File: config.mk
export PLATFORM = sky130hd
export DESIGN_NAME = sent_tx_pulse_gen
export DESIGN_NICKNAME = d
export VERILOG_FILES = /design/src/rtl/sent_pkg.sv /design/src/rtl/sent_tick_gen.sv /design/src/rtl/sent_tx_pulse_gen.sv
export SDC_FILE = /design/constraint.sdc
export NUM_CORES = 1
export LEC_CHECK = 0
export CORE_MARGIN = 2
export CORE_UTILIZATION = 60
export CTS_CLUSTER_SIZE = 25
export DETAILED_ROUTE_END_ITERATION = 6
export PLACE_DENSITY = 0.89
export REMOVE_ABC_BUFFERS = 1
export SYNTH_ARGS = -nofsm -noshare
export SYNTH_HDL_FRONTEND = slang
export SYNTH_SLANG_ARGS = --single-unit
File: constraint.sdc
create_clock -name clk_rx -period 9.2 [get_ports clk_rx]
set_input_delay 0.92 -clock clk_rx [delete_from_list [all_inputs] [get_ports clk_rx]]
set_output_delay 0.92 -clock clk_rx [all_outputs]
set_load 0.005 [all_outputs]
File: src/rtl/sent_pkg.sv
// Shared definitions for the SENT transmit pulse generator: FSM state
// encoding, symbol timing constants and small length/clamp helpers.
package sent_pkg;

  typedef enum logic [2:0] {
    ST_IDLE   = 3'd0,
    ST_SYNC   = 3'd1,
    ST_STATUS = 3'd2,
    ST_DATA   = 3'd3,
    ST_CRC    = 3'd4,
    ST_PAUSE  = 3'd5,
    ST_END    = 3'd6
  } sent_state_e;

  localparam logic [11:0] SYNC_TICKS    = 12'd56;
  localparam logic [11:0] NIBBLE_OFFSET = 12'd12;
  localparam logic [11:0] LOW_TICKS     = 12'd5;
  localparam logic [11:0] MIN_PAUSE     = 12'd12;
  localparam logic [2:0]  MAX_DATA_NB   = 3'd6;

  // Data nibble count: 0 still sends one nibble, anything above six sends six.
  function automatic logic [2:0] clamp_data_nb(input logic [2:0] n);
    if (n == 3'd0) return 3'd1;
    if (n > MAX_DATA_NB) return MAX_DATA_NB;
    return n;
  endfunction

  // Nibble-carrying symbols are 12 ticks plus the nibble value.
  function automatic logic [11:0] nibble_ticks(input logic [3:0] nb);
    return NIBBLE_OFFSET + {8'd0, nb};
  endfunction

  // A pause pulse is never shorter than the minimum symbol length.
  function automatic logic [11:0] clamp_pause(input logic [11:0] p);
    return (p < MIN_PAUSE) ? MIN_PAUSE : p;
  endfunction

endpackage

File: src/rtl/sent_tick_gen.sv
// SENT tick divider: emits one tick strobe every div+1 clocks while enabled.
// The divisor is latched on restart so a frame keeps one tick length.
module sent_tick_gen (
  input  logic        clk_rx,
  input  logic        reset_n_rx,
  input  logic        enable_i,
  input  logic        restart_i,
  input  logic [10:0] div_i,
  output logic        tick_o
);

  logic [10:0] cnt_q, cnt_d;
  logic [10:0] div_q;

  // Next divider count: restart wins, otherwise count 0..div_q and wrap.
  always_comb begin
    cnt_d = cnt_q;
    if (restart_i) begin
      cnt_d = '0;
    end else if (enable_i) begin
      cnt_d = (cnt_q == div_q) ? '0 : cnt_q + 11'd1;
    end
  end

  // Divider count and latched divisor registers.
  always_ff @(posedge clk_rx or negedge reset_n_rx) begin
    if (!reset_n_rx) begin
      cnt_q <= '0;
      div_q <= '0;
    end else begin
      cnt_q <= cnt_d;
      if (restart_i) div_q <= div_i;
    end
  end

  // Not gated by restart: the frame FSM needs the tick in the same cycle
  // that a back-to-back accept restarts the divider.
  assign tick_o = enable_i && (cnt_q == div_q);

endmodule

File: src/rtl/sent_tx_pulse_gen.sv
// SENT transmit pulse generator. Produces SYNC, STATUS, DATA (x N), CRC,
// optional PAUSE and an END low pulse on an idle-high line.
//
// Handshake: a frame is taken on every rising clk_rx edge where
// frame_valid_i && frame_ready_o. frame_ready_o is high in IDLE and in the
// final clock of the last symbol before END; an accept there chains the
// next SYNC with no END and no gap clock. frame_valid_i outside that window
// is ignored and all frame fields (tick_div_i included) are held from the
// accepting edge until the frame ends.
module sent_tx_pulse_gen
  import sent_pkg::*;
(
  input  logic        clk_rx,
  input  logic        reset_n_rx,
  input  logic [10:0] tick_div_i,
  input  logic        frame_valid_i,
  output logic        frame_ready_o,
  input  logic [3:0]  status_nb_i,
  input  logic [23:0] data_nibbles_i,
  input  logic [2:0]  num_data_nb_i,
  input  logic [3:0]  crc_nb_i,
  input  logic        pause_en_i,
  input  logic [11:0] pause_ticks_i,
  output logic        data_pulse_o,
  output logic        busy_o,
  output logic        frame_done_o,
  output logic [2:0]  dbg_state_o
);

  sent_state_e state_q, state_d;
  logic [11:0] tick_cnt_q, tick_cnt_d;
  logic        line_q, line_d;
  logic [3:0]  status_q, status_d;
  logic [3:0]  crc_q, crc_d;
  logic [23:0] data_q, data_d;
  logic [2:0]  nb_left_q, nb_left_d;
  logic        pause_en_q, pause_en_d;
  logic [11:0] pause_len_q, pause_len_d;

  logic        tick;
  logic        busy;
  logic        accept;
  logic        sym_end;
  logic        last_sym;
  logic        window;
  logic [11:0] sym_len;

  assign busy     = (state_q != ST_IDLE);
  assign sym_end  = (tick_cnt_q == sym_len - 12'd1);
  assign last_sym = ((state_q == ST_CRC) && !pause_en_q) || (state_q == ST_PAUSE);
  assign window   = last_sym && tick && sym_end;
  assign accept   = frame_valid_i && frame_ready_o;

  assign frame_ready_o = !busy || window;
  assign frame_done_o  = window;
  assign busy_o        = busy;
  assign data_pulse_o  = line_q;
  assign dbg_state_o   = state_q;

  sent_tick_gen u_tick_gen (
    .clk_rx     (clk_rx),
    .reset_n_rx (reset_n_rx),
    .enable_i   (busy),
    .restart_i  (accept),
    .div_i      (tick_div_i),
    .tick_o     (tick)
  );

  // Length in ticks of the symbol currently on the line.
  always_comb begin
    sym_len = SYNC_TICKS;
    case (state_q)
      ST_SYNC:   sym_len = SYNC_TICKS;
      ST_STATUS: sym_len = nibble_ticks(status_q);
      ST_DATA:   sym_len = nibble_ticks(data_q[23:20]);
      ST_CRC:    sym_len = nibble_ticks(crc_q);
      ST_PAUSE:  sym_len = pause_len_q;
      ST_END:    sym_len = LOW_TICKS;
      default:   sym_len = SYNC_TICKS;
    endcase
  end

  // Frame sequencing: capture on accept, advance ticks, move to the next
  // symbol (pulling the line low) when the current one runs out.
  always_comb begin
    state_d     = state_q;
    tick_cnt_d  = tick_cnt_q;
    line_d      = line_q;
    status_d    = status_q;
    crc_d       = crc_q;
    data_d      = data_q;
    nb_left_d   = nb_left_q;
    pause_en_d  = pause_en_q;
    pause_len_d = pause_len_q;
    if (accept) begin
      state_d     = ST_SYNC;
      tick_cnt_d  = '0;
      line_d      = 1'b0;
      status_d    = status_nb_i;
      crc_d       = crc_nb_i;
      data_d      = data_nibbles_i;
      nb_left_d   = clamp_data_nb(num_data_nb_i);
      pause_en_d  = pause_en_i;
      pause_len_d = clamp_pause(pause_ticks_i);
    end else if (busy && tick) begin
      if (sym_end) begin
        tick_cnt_d = '0;
        line_d     = 1'b0;
        case (state_q)
          ST_SYNC:   state_d = ST_STATUS;
          ST_STATUS: state_d = ST_DATA;
          ST_DATA: begin
            if (nb_left_q == 3'd1) begin
              state_d = ST_CRC;
            end else begin
              nb_left_d = nb_left_q - 3'd1;
              data_d    = {data_q[19:0], 4'h0};
            end
          end
          ST_CRC:    state_d = pause_en_q ? ST_PAUSE : ST_END;
          ST_PAUSE:  state_d = ST_END;
          ST_END: begin
            state_d = ST_IDLE;
            line_d  = 1'b1;
          end
          default: begin
            state_d = ST_IDLE;
            line_d  = 1'b1;
          end
        endcase
      end else begin
        tick_cnt_d = tick_cnt_q + 12'd1;
        if (tick_cnt_q == LOW_TICKS - 12'd1) line_d = 1'b1;
      end
    end
  end

  // Frame state, counters, line and captured fields.
  always_ff @(posedge clk_rx or negedge reset_n_rx) begin
    if (!reset_n_rx) begin
      state_q     <= ST_IDLE;
      tick_cnt_q  <= '0;
      line_q      <= 1'b1;
      status_q    <= '0;
      crc_q       <= '0;
      data_q      <= '0;
      nb_left_q   <= '0;
      pause_en_q  <= 1'b0;
      pause_len_q <= '0;
    end else begin
      state_q     <= state_d;
      tick_cnt_q  <= tick_cnt_d;
      line_q      <= line_d;
      status_q    <= status_d;
      crc_q       <= crc_d;
      data_q      <= data_d;
      nb_left_q   <= nb_left_d;
      pause_en_q  <= pause_en_d;
      pause_len_q <= pause_len_d;
    end
  end

endmodule

Yosys cells after proc, flatten, opt, wreduce, memory -nomap -nowiden
Index checks and enable logic that the tools add are counted.
Widths: inputs -> output; s select.

storage, ports and cells
  register bits after elaboration = 86

cells by class
  add/sub/neg operators = 7
  $lt $le $gt $ge = 2
  eq/ne operators = 12
  mux-type cells = 38
  reduce and logical (&&, ||, !) cells = 21

operators by type and width
  cell                   number
  $mux 24                5
  $pmux 12 s5            1
  $mux 12                4
  $mux 3                 13
  $mux 11                3
  $add 4x4->5 const A    3
  $pmux 3 s5             1
  $add 12x1->12 const B  1
  $eq 12x12->1           1
  $eq 12x3->1 const B    1
  $lt 12x4->1 const B    1
  $sub 12x1->12 const B  1
  $add 11x1->11 const B  1
  $eq 11x11->1           1
  $mux 1                 10
  $eq 3x3->1 const B     3
  $reduce_bool 2->1      4
  $eq 3x1->1 const B     2
  $eq 3x2->1 const B     2
  $logic_and 1x1->1      6
  $reduce_bool 3->1      2
  $reduce_or 5->1        1
  $reduce_and 4->1       1
  $gt 3x3->1 const B     1
  9 further kinds        11

Logic depth before layout (Yosys ltp)
Gate-level depths: netlist of the first run.

  depth after elaboration = 13
  mapped depth = 19

Modules after synthesis
A second synthesis of the first run with hierarchy kept.

second synthesis, totals
  cell total of the unflattened synthesis = 564
  area, all modules = 5577.8 um^2

by module, submodules not included
  module             instances  cells an instance  area an instance (um^2)  sequential area each (um^2)
  sent_tx_pulse_gen  1          442                4337.9                   1602.8
  sent_tick_gen      1          122                1239.9                   550.5

Least setup slack after synthesis of the first run
No wires, ideal clock.

  path kind = register -> output
  start point = register state_q[0], in the netlist dbg_state_o[0]
  end point = output frame_done_o
  arrival = 4.114 ns
  data required time = 8.280 ns
  path slack = 4.166 ns
  stages on the path, launching flop included = 16
  cell sequence = dfrtp_1 -> clkbuf_1 -> clkbuf_1 -> buf_1 -> nor2_1 -> o21ai_0 -> o221ai_1 -> ha_1 -> a21oi_1 -> nor3_1 -> nand4_1 -> or3_1 -> a211o_1 -> a2111o_1 -> nor4_1 -> and3_1

between the ends
  longest elaborated chain between the ends = 5
  elaborated cells on any way between the ends = 14

ends and longest elaborated chain
  element                                            line                                              source
  from (decl)                                        sent_tx_pulse_gen.sv:30                           sent_state_e state_q, state_d;
  from (signal assigned)                             sent_tx_pulse_gen.sv:151                          state_q <= state_d;
  $eq 3x3->1 (tied with other cells)                 sent_tx_pulse_gen.sv:72                           case (state_q)
  $pmux 12 s5 or $logic_and 1x1->1 (tied branches)   sent_tx_pulse_gen.sv:72, sent_tx_pulse_gen.sv:50
  $sub 12x1->12 or $logic_or 1x1->1 (tied branches)  sent_tx_pulse_gen.sv:49, sent_tx_pulse_gen.sv:50
  $eq 12x12->1 or $logic_and 1x1->1 (tied branches)  sent_tx_pulse_gen.sv:49, sent_tx_pulse_gen.sv:51
  $logic_and 1x1->1 (*)                              sent_tx_pulse_gen.sv:51                           assign window = last_sym && tick && sym_end;
  to (decl)                                          sent_tx_pulse_gen.sv:26                           output logic frame_done_o,

Every way passes the cells marked *; elsewhere a longest branch is shown, timed or not.

Worst setup path in the final report of the first run
  start point = register state_q[1], in the netlist dbg_state_o[1]
  end point = output frame_done_o

Same word-level chain as after synthesis.

==> impl_metrics.csv, run 1 <==
group,metric,value,unit
final_layout,antenna_cells,0,
logic_synthesis,synth.distinct_cells,60,
sta,worstMarginPinSlew,1060,ps
routing,dr.first_iter.drc_count,317,
hold_path,hp-class,"flip-flop to flip-flop",
worst_setup_path,r2r_start,"dbg_state_o[1]",
logic_synthesis,yosys_register_bits,86,
hold_path,min_to,"crc_q[1]",
logic_synthesis,yosys.area_share.simple,17.4,%
logic_synthesis,synth_fa_ha_area_share,1.62,%
routing,wl,12.1,mm
worst_setup_path,critPathKind,"flip-flop to output pin",
clock_tree,cts_buffer_depth,2,
routing,wire_per_inst,17.8,µm
sta,finClkSkew,9.44,ps
clock_tree,cts.sinks,86,
floorplanning,die-area,9800,µm²
worst_setup_path,crit_required,8280,ps
global_routing,use_met3,5.39,%
run,maxCapViolations,0,
clock_tree,cts-resized-gates,0,
global_routing,grt_pass1_vias,4193,
logic_synthesis,synth_mux_area_share,21.2,%
power,powerDensity,118,nW/µm²
power,seq_power_share,50.7,%
global_routing,met1_usage,34.8,%
floorplanning,die_h,99.0,µm
final_layout,area_delta_synth_final,17.1,%
clock_tree,numCtsBuffers,9,
clock_tree,cts_setup_buffers,0,
logic_synthesis,synth_compound_area_share,10.6,%
power,ir_drop,0.0000911,V
logic_synthesis,avgSynthCellArea,10.6,µm²
sta,maxSlewViolCount,0,
clock_tree,path_clk_slew,90,ps
routing,antenna_left,0,
final_layout,final_cell_mix,"dfrtp_1, clkdlybuf4s50_1, mux2_4",
hold_path,worstHoldStart,"crc_q[1]",
global_routing,grt-busiest-layer,"met2",
placed_design,gp_congestion,0.960,
sta,hold_viol,0,
global_routing,use_met2,40.7,%
global_routing,grt_pass1_wl,20.4,mm
status,outcome,"complete, no violations",
floorplanning,ios,69,
logic_synthesis,synth_xor_area_share,5.18,%
hold_path,hold_depth,1,
final_layout,final_layout_size_suffix_gt1_share,15.9,%
sta,setup_tns,0,ps
worst_setup_path,r2r-end,"pause_len_q[3]",
floorplanning,die_w,99.0,µm
sta,post-route-period-util,70.2,%
placed_design,dpl.hpwl,8.35,mm
worst_setup_path,crit_arrival,5540,ps
power,switching_share,21.6,%
logic_synthesis,synth-main-ff-cell,"dfrtp_1",
logic_synthesis,synth-edff-count,0,
logic_synthesis,syn-cell-area,5410,µm²
final_layout,final_nets,636,
logic_synthesis,yosysWarnings,0,
power,power_frac_clock,44.2,%
clock_tree,cts_tree,"yes",
clock_tree,cts_hold_buf,0,
sta,fin_crit,6460,ps
power,comb_power_share,5.2,%
global_routing,grt_overflow,0,
logic_synthesis,async_reset_ff_share,100,%
sta,setup_viol,0,
routing,drtPass1Iterations,5,
routing,routed_via_density,6.34,
routing,vias,4309,
placed_design,io_buffer_count,68,
power,intPower,585,µW
worst_setup_path,end_kind,"output pin",
worst_setup_path,crit_path_start_kind,"flip-flop",
global_routing,track_usage,25.8,%
clock_tree,root_buffer,"clkbuf_8",
global_routing,antenna_found_initial,0,
worst_setup_path,r2r_cells,15,
worst_setup_path,crit_fanout,23,
routing,drc,0,
sta,max_clock_freq,0.155,GHz
power,power_switching,161,µW
sta,rsz0062_at_grt,"no",
final_layout,mostFrequentLayoutCell,"dfrtp_1",
power,power,747,µW
logic_synthesis,syn_inst,511,
logic_synthesis,synth_top_family_by_area,"multiplexers",
clock_tree,clock_latency,360,ps
sta,relSlewSlack,29.2,%
logic_synthesis,ys_seq_area_share,39.8,%
floorplanning,rows,34,
worst_setup_path,regToRegSetupSlack,3420,ps
global_routing,grt_max_degree,87,
clock_tree,cts_max_level,3,
floorplanning,start_util,62.1,%
power,leakage,3.00,nW
floorplanning,core,8720,µm²
## critical path, stage by stage, from the launching register on
cell and delay, ps:
dfrtp_1 750, nor2b_1 360, nand2_1 150, nand2_1 150
o221ai_1 150, ha_1 320, a21oi_1 80, nor3_1 420
nand4_1 290, or3_1 450, a211o_1 260, a2111o_1 520
nor4_1 480, and3_1 290, clkdlybuf4s50_1 510
## cell usage after synthesis, types with 2 or more instances
master    number  share of area [%]
nand2_1       37                2.6
mux2i_1        6                1.1
and3b_1        2               0.32
o211a_1        2               0.37
a21boi_0       2               0.28
nand3_1       15                1.4
a31oi_1        3               0.35
nand2b_1       8               0.92
or3_1          7               0.81
nor3_1        13                1.2
buf_4          3               0.42
clkbuf_1      13               0.90
o311a_1        2               0.37
nor2_1        38                2.6
a211o_1        4               0.65
xnor2_1       21                3.4
nor3b_1        2               0.28
mux2_2        11                2.3
or4_1          2               0.28
o21ai_0       17                1.6
o32ai_1        2               0.32
nor2b_1       10                1.2
o31ai_1        4               0.55
buf_6          6                1.2
o221ai_1       2               0.32
a41o_1         3               0.55
inv_1         18                1.2
a21o_1         4               0.55
buf_2          2               0.18
nand4_1       15                1.7
nor4_1        11                1.3
a21oi_1       15                1.4
o211ai_1       4               0.55
and4b_1        2               0.37
dfrtp_1       85                 39
mux2_1        19                4.0
o22ai_1        3               0.35
and4_1         3               0.49
a22o_1         2               0.32
mux2_4        50                 14
ha_1           7                1.6
buf_1          2               0.14
a31o_2         4               0.65
and3_1         4               0.46
xor2_1        11                1.8
## metrics by stage
stage	util (%)	setup slack (ps)	hold slack (ps)	std cells	area, µm²
4_1_cts	72.7	2830	515	680	6340
5_1_grt	72.7	2510	535	680	6340
2_1_floorplan	-	3720	474	485	5260
3_5_place_dp	69.9	3290	496	664	6090
6_report	72.7	2740	519	680	6340
3_3_place_gp	69.9	3530	491	664	6090
## power groups by stage
stage | logic (mW) | registers [mW] | clock network [mW]
6_report | 0.0384 | 0.378 | 0.330
4_1_cts | 0.0392 | 0.378 | 0.330
5_1_grt | 0.0424 | 0.379 | 0.348
3_5_place_dp | 0.0390 | 0.386 | 0
2_1_floorplan | 0.00334 | 0.386 | 0
3_3_place_gp | 0.0378 | 0.386 | 0
## metal layers
metal,share of wire (%),vias up
met3,5.9,39
li1,-,1968
met1,41,2097
met2,49,205
met5,0,-
met4,3.4,0
## area by class of cell
class,count,area [µm²]
clock inverter,6,116
timing repair buffer,71,701
tap,108,135
fill,585,2380
multi-input combinational,381,3040
clock buffer,10,128
sequential,86,2150
inverter,18,67.6
## registers in the layout (all words and copies together) (netlist names), 4 cells and up
name and flops:
crc_q 4, data_q 24, pause_len_q 12, status_q 4, tick_cnt_q 12, u_tick_gen.cnt_q 11, u_tick_gen.div_q 11
## worst max-delay path by stage
stage                        start             end  slack [ps]
CTS                 dbg_state_o[1]    frame_done_o        2830
global placement    dbg_state_o[1]    frame_done_o        3530
floorplan           dbg_state_o[1]  pause_len_q[3]        3720
global route        dbg_state_o[1]    frame_done_o        2510
detailed placement  dbg_state_o[1]    frame_done_o        3290
finish              dbg_state_o[1]    frame_done_o        2740
## cells by family (layout without fill, tap and decap cells)
group | count (synthesis) | after routing
buf+inv | 44 | 105
fa+ha+maj | 7 | 7
compound gates | 80 | 80
mux | 86 | 86
simple gates | 176 | 176
flops | 86 | 86
xor+xnor | 32 | 32
No activity file was read; power rests on OpenSTA's default activity.
==> run 2: changes to the inputs <==
CORE_UTILIZATION = 51   (was 60)
PLACE_DENSITY = 0.8   (was 0.89)
clock period = 5.4 ns   (was 9.2 ns; I/O delays follow)
==> run 2 against run 1 <==
Compared with the run above: critical path depth up 1; routed wire length shrank 4.2%; sequential cell count stayed put; clock skew increased by 4.3 ps; global-route usage down 4.4 points; worst setup slack lost 2500 ps; via count shrank 3.5%; combinational power rose by 69%; sequential power up 71%.
==> impl_metrics.csv, run 2 (synthesis results as in run 1) <==
group,metric,value,unit
status,outcome,"complete, no violations",
sta,maxSlewViolCount,0,
worst_setup_path,crit_fanout,6,
sta,max_clock_freq,0.194,GHz
worst_setup_path,end_kind,"output pin",
clock_tree,cts.sinks,86,
clock_tree,root_buffer,"clkbuf_8",
sta,post-route-period-util,95.5,%
routing,routed_via_density,5.82,
final_layout,fillers,840,
sta,hold_viol,0,
worst_setup_path,r2r_start,"dbg_state_o[2]",
floorplanning,rows,37,
routing,dr.first_iter.drc_count,193,
routing,wire_per_inst,16.2,µm
final_layout,area_delta_synth_final,18.1,%
final_layout,final_nets,643,
sta,relSlewSlack,29.4,%
clock_tree,cts_max_level,3,
floorplanning,core,10300,µm²
clock_tree,clock_latency,360,ps
placed_design,gp_congestion,0.908,
floorplanning,start_util,52.4,%
sta,setup_viol,0,
clock_tree,cts_hold_buf,0,
clock_tree,cts_buffer_depth,2,
global_routing,grt_max_degree,87,
placed_design,io_buffer_count,68,
routing,drc,0,
worst_setup_path,r2r-end,"data_q[9]",
floorplanning,ios,69,
final_layout,layout.area.seq,2150,µm²
final_layout,top_register,"data_q",
placed_design,dpl.hpwl,8.55,mm
final_layout,multi_input_area,3050,µm²
worst_setup_path,crit_required,4860,ps
power,leakage,3.02,nW
worst_setup_path,crit_path_start_kind,"flip-flop",
clock_tree,path_clk_slew,90,ps
global_routing,grt_pass1_wl,19.6,mm
sta,finClkSkew,13.7,ps
floorplanning,die_h,107,µm
worst_setup_path,r2r_cells,15,
worst_setup_path,regToRegSetupSlack,850,ps
sta,worstMarginPinSlew,1060,ps
worst_setup_path,critPathKind,"flip-flop to output pin",
final_layout,largest_reg_flops,24,
final_layout,reg_top3,"data_q x24, pause_len_q x12, tick_cnt_q x12",
sta,fin_crit,5160,ps
routing,drtPass1Iterations,5,
final_layout,final_cell_mix,"dfrtp_1, clkdlybuf4s50_1, mux2_4",
floorplanning,die_w,107,µm
clock_tree,cts_tree,"yes",
worst_setup_path,crit_arrival,4620,ps
power,ir_drop,0.0000947,V
floorplanning,die-area,11500,µm²
routing,antenna_left,0,
routing,wl,11.6,mm
power,powerDensity,178,nW/µm²
final_layout,antenna_cells,0,
power,power,1.14,mW
global_routing,antenna_found_initial,0,
global_routing,track_usage,21.4,%
final_layout,final_layout_size_suffix_gt1_share,17.6,%
run,maxCapViolations,0,
routing,vias,4160,
final_layout,mostFrequentLayoutCell,"dfrtp_1",
global_routing,grt_pass1_vias,4129,
clock_tree,numCtsBuffers,9,
hold_path,hp-class,"input port to async pin",
global_routing,grt_overflow,0,
sta,hold_ws,335,ps
==> run 2: how the worst max path moves through the flow <==
| stage | slack, ps | from | end | cells after the start |
|---|---|---|---|---|
| floorplan | -80 | dbg_state_o[1] | pause_len_q[3] | 14 |
| global placement | 600 | dbg_state_o[2] | frame_ready_o | 15 |
| detailed placement | 510 | dbg_state_o[0] | frame_ready_o | 15 |
| CTS | 80 | dbg_state_o[0] | frame_ready_o | 15 |
| global route | -20 | dbg_state_o[2] | frame_ready_o | 15 |
| finish | 240 | dbg_state_o[2] | frame_ready_o | 15 |
==> run 2: repair_timing <==
item,CTS,global route
gates resized for setup,0,3
buffers inserted,0,0
endpoints found under the setup margin,0,2
==> run 2: area by class of cell <==
| class | instances | share of cell area (%) |
|---|---|---|
| multi-input combinational | 381 | 47.7 |
| timing repair buffer | 78 | 12.0 |
| tap | 136 | 2.66 |
| clock buffer | 10 | 2.15 |
| inverter | 18 | 1.06 |
| clock inverter | 6 | 0.802 |
| sequential | 86 | 33.7 |
==> run 2: report_power, final <==
group | switching [mW] | internal (mW)
Sequential | 0.000932 | 0.644
Combinational | 0.0233 | 0.0416
Clock | 0.244 | 0.186
Total | 0.269 | 0.872
==> run 2: through the flow <==
| stage | area [µm²] | setup TNS (ps) | worst slack, ps | cells | util (%) |
|---|---|---|---|---|---|
| after floorplan | 5260 | -254 | -81.2 | 485 | - |
| after global placement | 6190 | 0 | 600 | 699 | 60.0 |
| after detailed placement | 6190 | 0 | 507 | 699 | 60.0 |
| after CTS | 6380 | 0 | 82.4 | 715 | 61.8 |
| after global routing | 6390 | -30.7 | -18.4 | 715 | 61.9 |
| final | 6390 | 0 | 245 | 715 | 61.9 |
==> run 2: routing by layer <==
layer  track usage, %  part of all wire, %
met2             35.6                   50
met4             8.16                  2.3
met5                0                    0
met1             27.4                   43
met3             4.32                  4.9
==> run 2: worst max-delay path, cell delays in order, from the launching register on <==
cell	delay (ps)
dfrtp_1	400
nor2b_1	250
nand2_1	150
nand2_1	110
o221ai_1	140
ha_1	320
a21oi_1	100
nor3_2	280
nand4_1	270
or3_1	460
a211o_1	260
a2111o_1	530
nor4_4	300
nor2_1	70
nor2_1	120
clkdlybuf4s50_1	510
==> run 3: changes to the inputs <==
ABC_AREA = 1   (was unset)
CORE_UTILIZATION = 40   (was 51)
CTS_CLUSTER_SIZE = unset   (was 25)
PLACE_DENSITY = 0.66   (was 0.8)
==> run 3 against run 2 <==
Compared with the run above: routed wire length is 7.5% higher; power grew to 2.8 times the previous value; cell area is 2.0% lower; area after synthesis is 4.6% lower; count of clock-buffer cells in the layout stayed put; worst setup slack better by 320 ps; combinational power grew to 21 times the previous value; critical endpoint unchanged.
==> impl_metrics.csv, run 3 <==
group,metric,value,unit
routing,wire_per_inst,12.9,µm
final_layout,largest_reg_flops,24,
clock_tree,cts.sinks,86,
sta,finClkSkew,8.58,ps
clock_tree,clock_latency,340,ps
power,power,3.14,mW
sta,relSlewSlack,25.6,%
global_routing,track_usage,18.8,%
routing,vias,4762,
final_layout,fillers,1285,
logic_synthesis,yosysTopAreaCell,"dfrtp_1",
clock_tree,numCtsBuffers,9,
final_layout,final_layout_size_suffix_gt1_share,5.44,%
worst_setup_path,path_buf_inv,3,
final_layout,reg_top3,"data_q x24, pause_len_q x12, tick_cnt_q x12",
power,power_frac_clock,22.5,%
power,power_switching,1.31,mW
sta,post-route-period-util,89.6,%
power,seq_power_share,34.5,%
power,intPower,1.83,mW
placed_design,gp_congestion,0.919,
worst_setup_path,path_delay_family,"simple AND/OR/NAND/NOR gates",
worst_setup_path,crit_required,4860,ps
sta,worstMarginPinSlew,1120,ps
worst_setup_path,crit_chain,"nor2_4, nand2_1, inv_1, a22o_1, a21oi_1, ha_1, inv_1, nand3_1, nand3_1, nor2_1, nand3_1, nor2_2, nand4_1, nand2_1, nand2_1, nor2_1, nand3_1, nand2_2, clkdlybuf4s50_1",
final_layout,final_cell_mix,"nand2_1, dfrtp_1, nand3_1",
worst_setup_path,cpMostUsedCell,"nand3_1",
final_layout,antenna_cells,0,
sta,setup_tns,0,ps
status,outcome,"complete, no violations",
routing,routed_via_density,4.94,
floorplanning,rows,41,
clock_tree,cts_setup_buffers,0,
floorplanning,ios,69,
floorplanning,start_util,40.9,%
hold_path,hp-class,"input port to async pin",
placed_design,dpl.hpwl,8.92,mm
routing,drtPass1Iterations,5,
clock_tree,root_buffer,"clkbuf_16",
final_layout,area_delta_synth_final,21.3,%
sta,maxSlewViolCount,0,
worst_setup_path,crit_fanout,25,
sta,hold_ws,380,ps
placed_design,pre_cts_ws,818,ps
power,comb_power_share,43.0,%
logic_synthesis,synth_area_leaders,"dfrtp_1, nand2_1, nand3_1, xor2_1, inv_1",
global_routing,grt_max_degree,87,
power,ir_drop,0.000210,V
logic_synthesis,synth_common_cells,"nand2_1, dfrtp_1, nand3_1",
logic_synthesis,yosysMostFrequentCell,"nand2_1",
logic_synthesis,syn_inst,730,
clock_tree,path_clk_slew,70,ps
clock_tree,cts_hold_buf,0,
global_routing,grt_overflow,0,
routing,drc,0,
worst_setup_path,critical_path.slowest_cell,"clkdlybuf4s50_1",
worst_setup_path,critPathKind,"flip-flop to output pin",
placed_design,io_buffer_count,68,
logic_synthesis,avgSynthCellArea,7.08,µm²
final_layout,top_register,"data_q",
logic_synthesis,async_reset_ff_share,100,%
logic_synthesis,ys_seq_area_share,41.7,%
sta,setup_viol,0,
logic_synthesis,netlist.area_leader.share,41.2,%
logic_synthesis,synth-main-ff-cell,"dfrtp_1",
floorplanning,die_w,118,µm
power,leakage,3.12,nW
global_routing,grt_pass1_vias,4665,
sta,finalWorstSetupSlack,561,ps
final_layout,mostFrequentLayoutCell,"nand2_1",
routing,dr.first_iter.drc_count,306,
logic_synthesis,syn-cell-area,5170,µm²
routing,wl,12.5,mm
clock_tree,cts_tree,"yes",
global_routing,grt_pass1_wl,21.6,mm
worst_setup_path,slowest_delay,600,ps
global_routing,antenna_found_initial,0,
worst_setup_path,crit_arrival,4300,ps
clock_tree,cts-resized-gates,0,
logic_synthesis,synth-edff-count,0,
sta,rsz0062_at_grt,"no",
floorplanning,core,12600,µm²
logic_synthesis,yosys_register_bits,86,
power,powerDensity,502,nW/µm²
run,maxCapViolations,0,
sta,max_clock_freq,0.207,GHz
clock_tree,cts_buffer_depth,2,
logic_synthesis,synth.distinct_cells,37,
worst_setup_path,end_kind,"output pin",
final_layout,final_nets,856,
sta,hold_viol,0,
worst_setup_path,crit_path_start_kind,"flip-flop",
floorplanning,die-area,13800,µm²
clock_tree,cts_max_level,3,
sta,fin_crit,4840,ps
routing,antenna_left,0,
logic_synthesis,yosysWarnings,0,
floorplanning,die_h,118,µm
power,switching_share,41.7,%
run 3: cell count changes after synthesis, sizes merged, moves of 6 or more:
cell	previous run	this run
nor4	12	6
mux2i	6	0
o21ai	17	24
inv	18	63
xnor2	21	7
nand2	37	315
nor2b	10	0
or3	7	0
nand3	15	76
o211ai	6	0
mux2	80	0
nor2	38	49
xor2	11	25
nand2b	8	0
run 3: power groups by stage:
stage / clock (mW) / sequential (mW) / combinational, mW
final: 0.708 / 1.08 / 1.35
after global routing: 0.759 / 1.11 / 1.56
after CTS: 0.719 / 1.08 / 1.35
after detailed placement: 0 / 1.09 / 1.34
after global placement: 0 / 1.08 / 1.30
after floorplan: 0 / 1.04 / 0.983
run 3: logic make-up (layout without fill, tap and decap cells):
kind of cell | Yosys count | count (layout) | synth area share (%)
AOI/OAI and AO/OA | 47 | 47 | 5.26
xor gates and xnor gates | 32 | 32 | 5.43
adders and majority gates | 7 | 7 | 1.70
buffers and inverters | 88 | 149 | 7.44
DFF | 86 | 86 | 41.7
and+or+nand+nor | 470 | 470 | 38.5
run 3: layer usage:
metal  share of wire [%]  track usage [%]  vias to the layer above
met5                   0                0                        -
met4                 2.4             7.08                        0
li1                    -                -                     2429
met1                  46             24.8                     2205
met2                  48             30.8                      103
met3                 4.1             3.25                       25
run 3: layout make-up:
class / instances / area (µm²) / area share (%)
Sequential cell: 86 / 2150 / 34.4
Clock inverter: 5 / 106 / 1.70
Inverter: 64 / 240 / 3.83
Multi-Input combinational cell: 556 / 2630 / 42.0
Clock buffer: 10 / 229 / 3.65
Tap cell: 172 / 215 / 3.43
Timing Repair Buffer: 70 / 693 / 11.1
run 3: path summary, 6_finish.rpt:
| kind | start | cells past startpoint | slack (ps) | endpoint |
|---|---|---|---|---|
| setup / recovery | dbg_state_o[0] | 19 | 560 | frame_ready_o |
| hold / removal | reset_n_rx | 1 | 380 | data_q[0] |
| setup reg to reg | dbg_state_o[0] | 22 | 780 | pause_en_q |
| hold reg to reg | data_q[3] | 2 | 480 | data_q[3] |
| max in group asynchronous | reset_n_rx | 1 | 4270 | pause_len_q[10] |
| min in group clk_rx | data_q[3] | 2 | 480 | data_q[3] |
run 3: through the flow:
step / area (µm²) / std cells / utilization [%]
after floorplan: 5020 / 706 / -
after global placement: 5930 / 948 / 47.0
after detailed placement: 5930 / 948 / 47.0
after CTS: 6270 / 963 / 49.7
after global routing: 6270 / 963 / 49.7
final: 6270 / 963 / 49.7
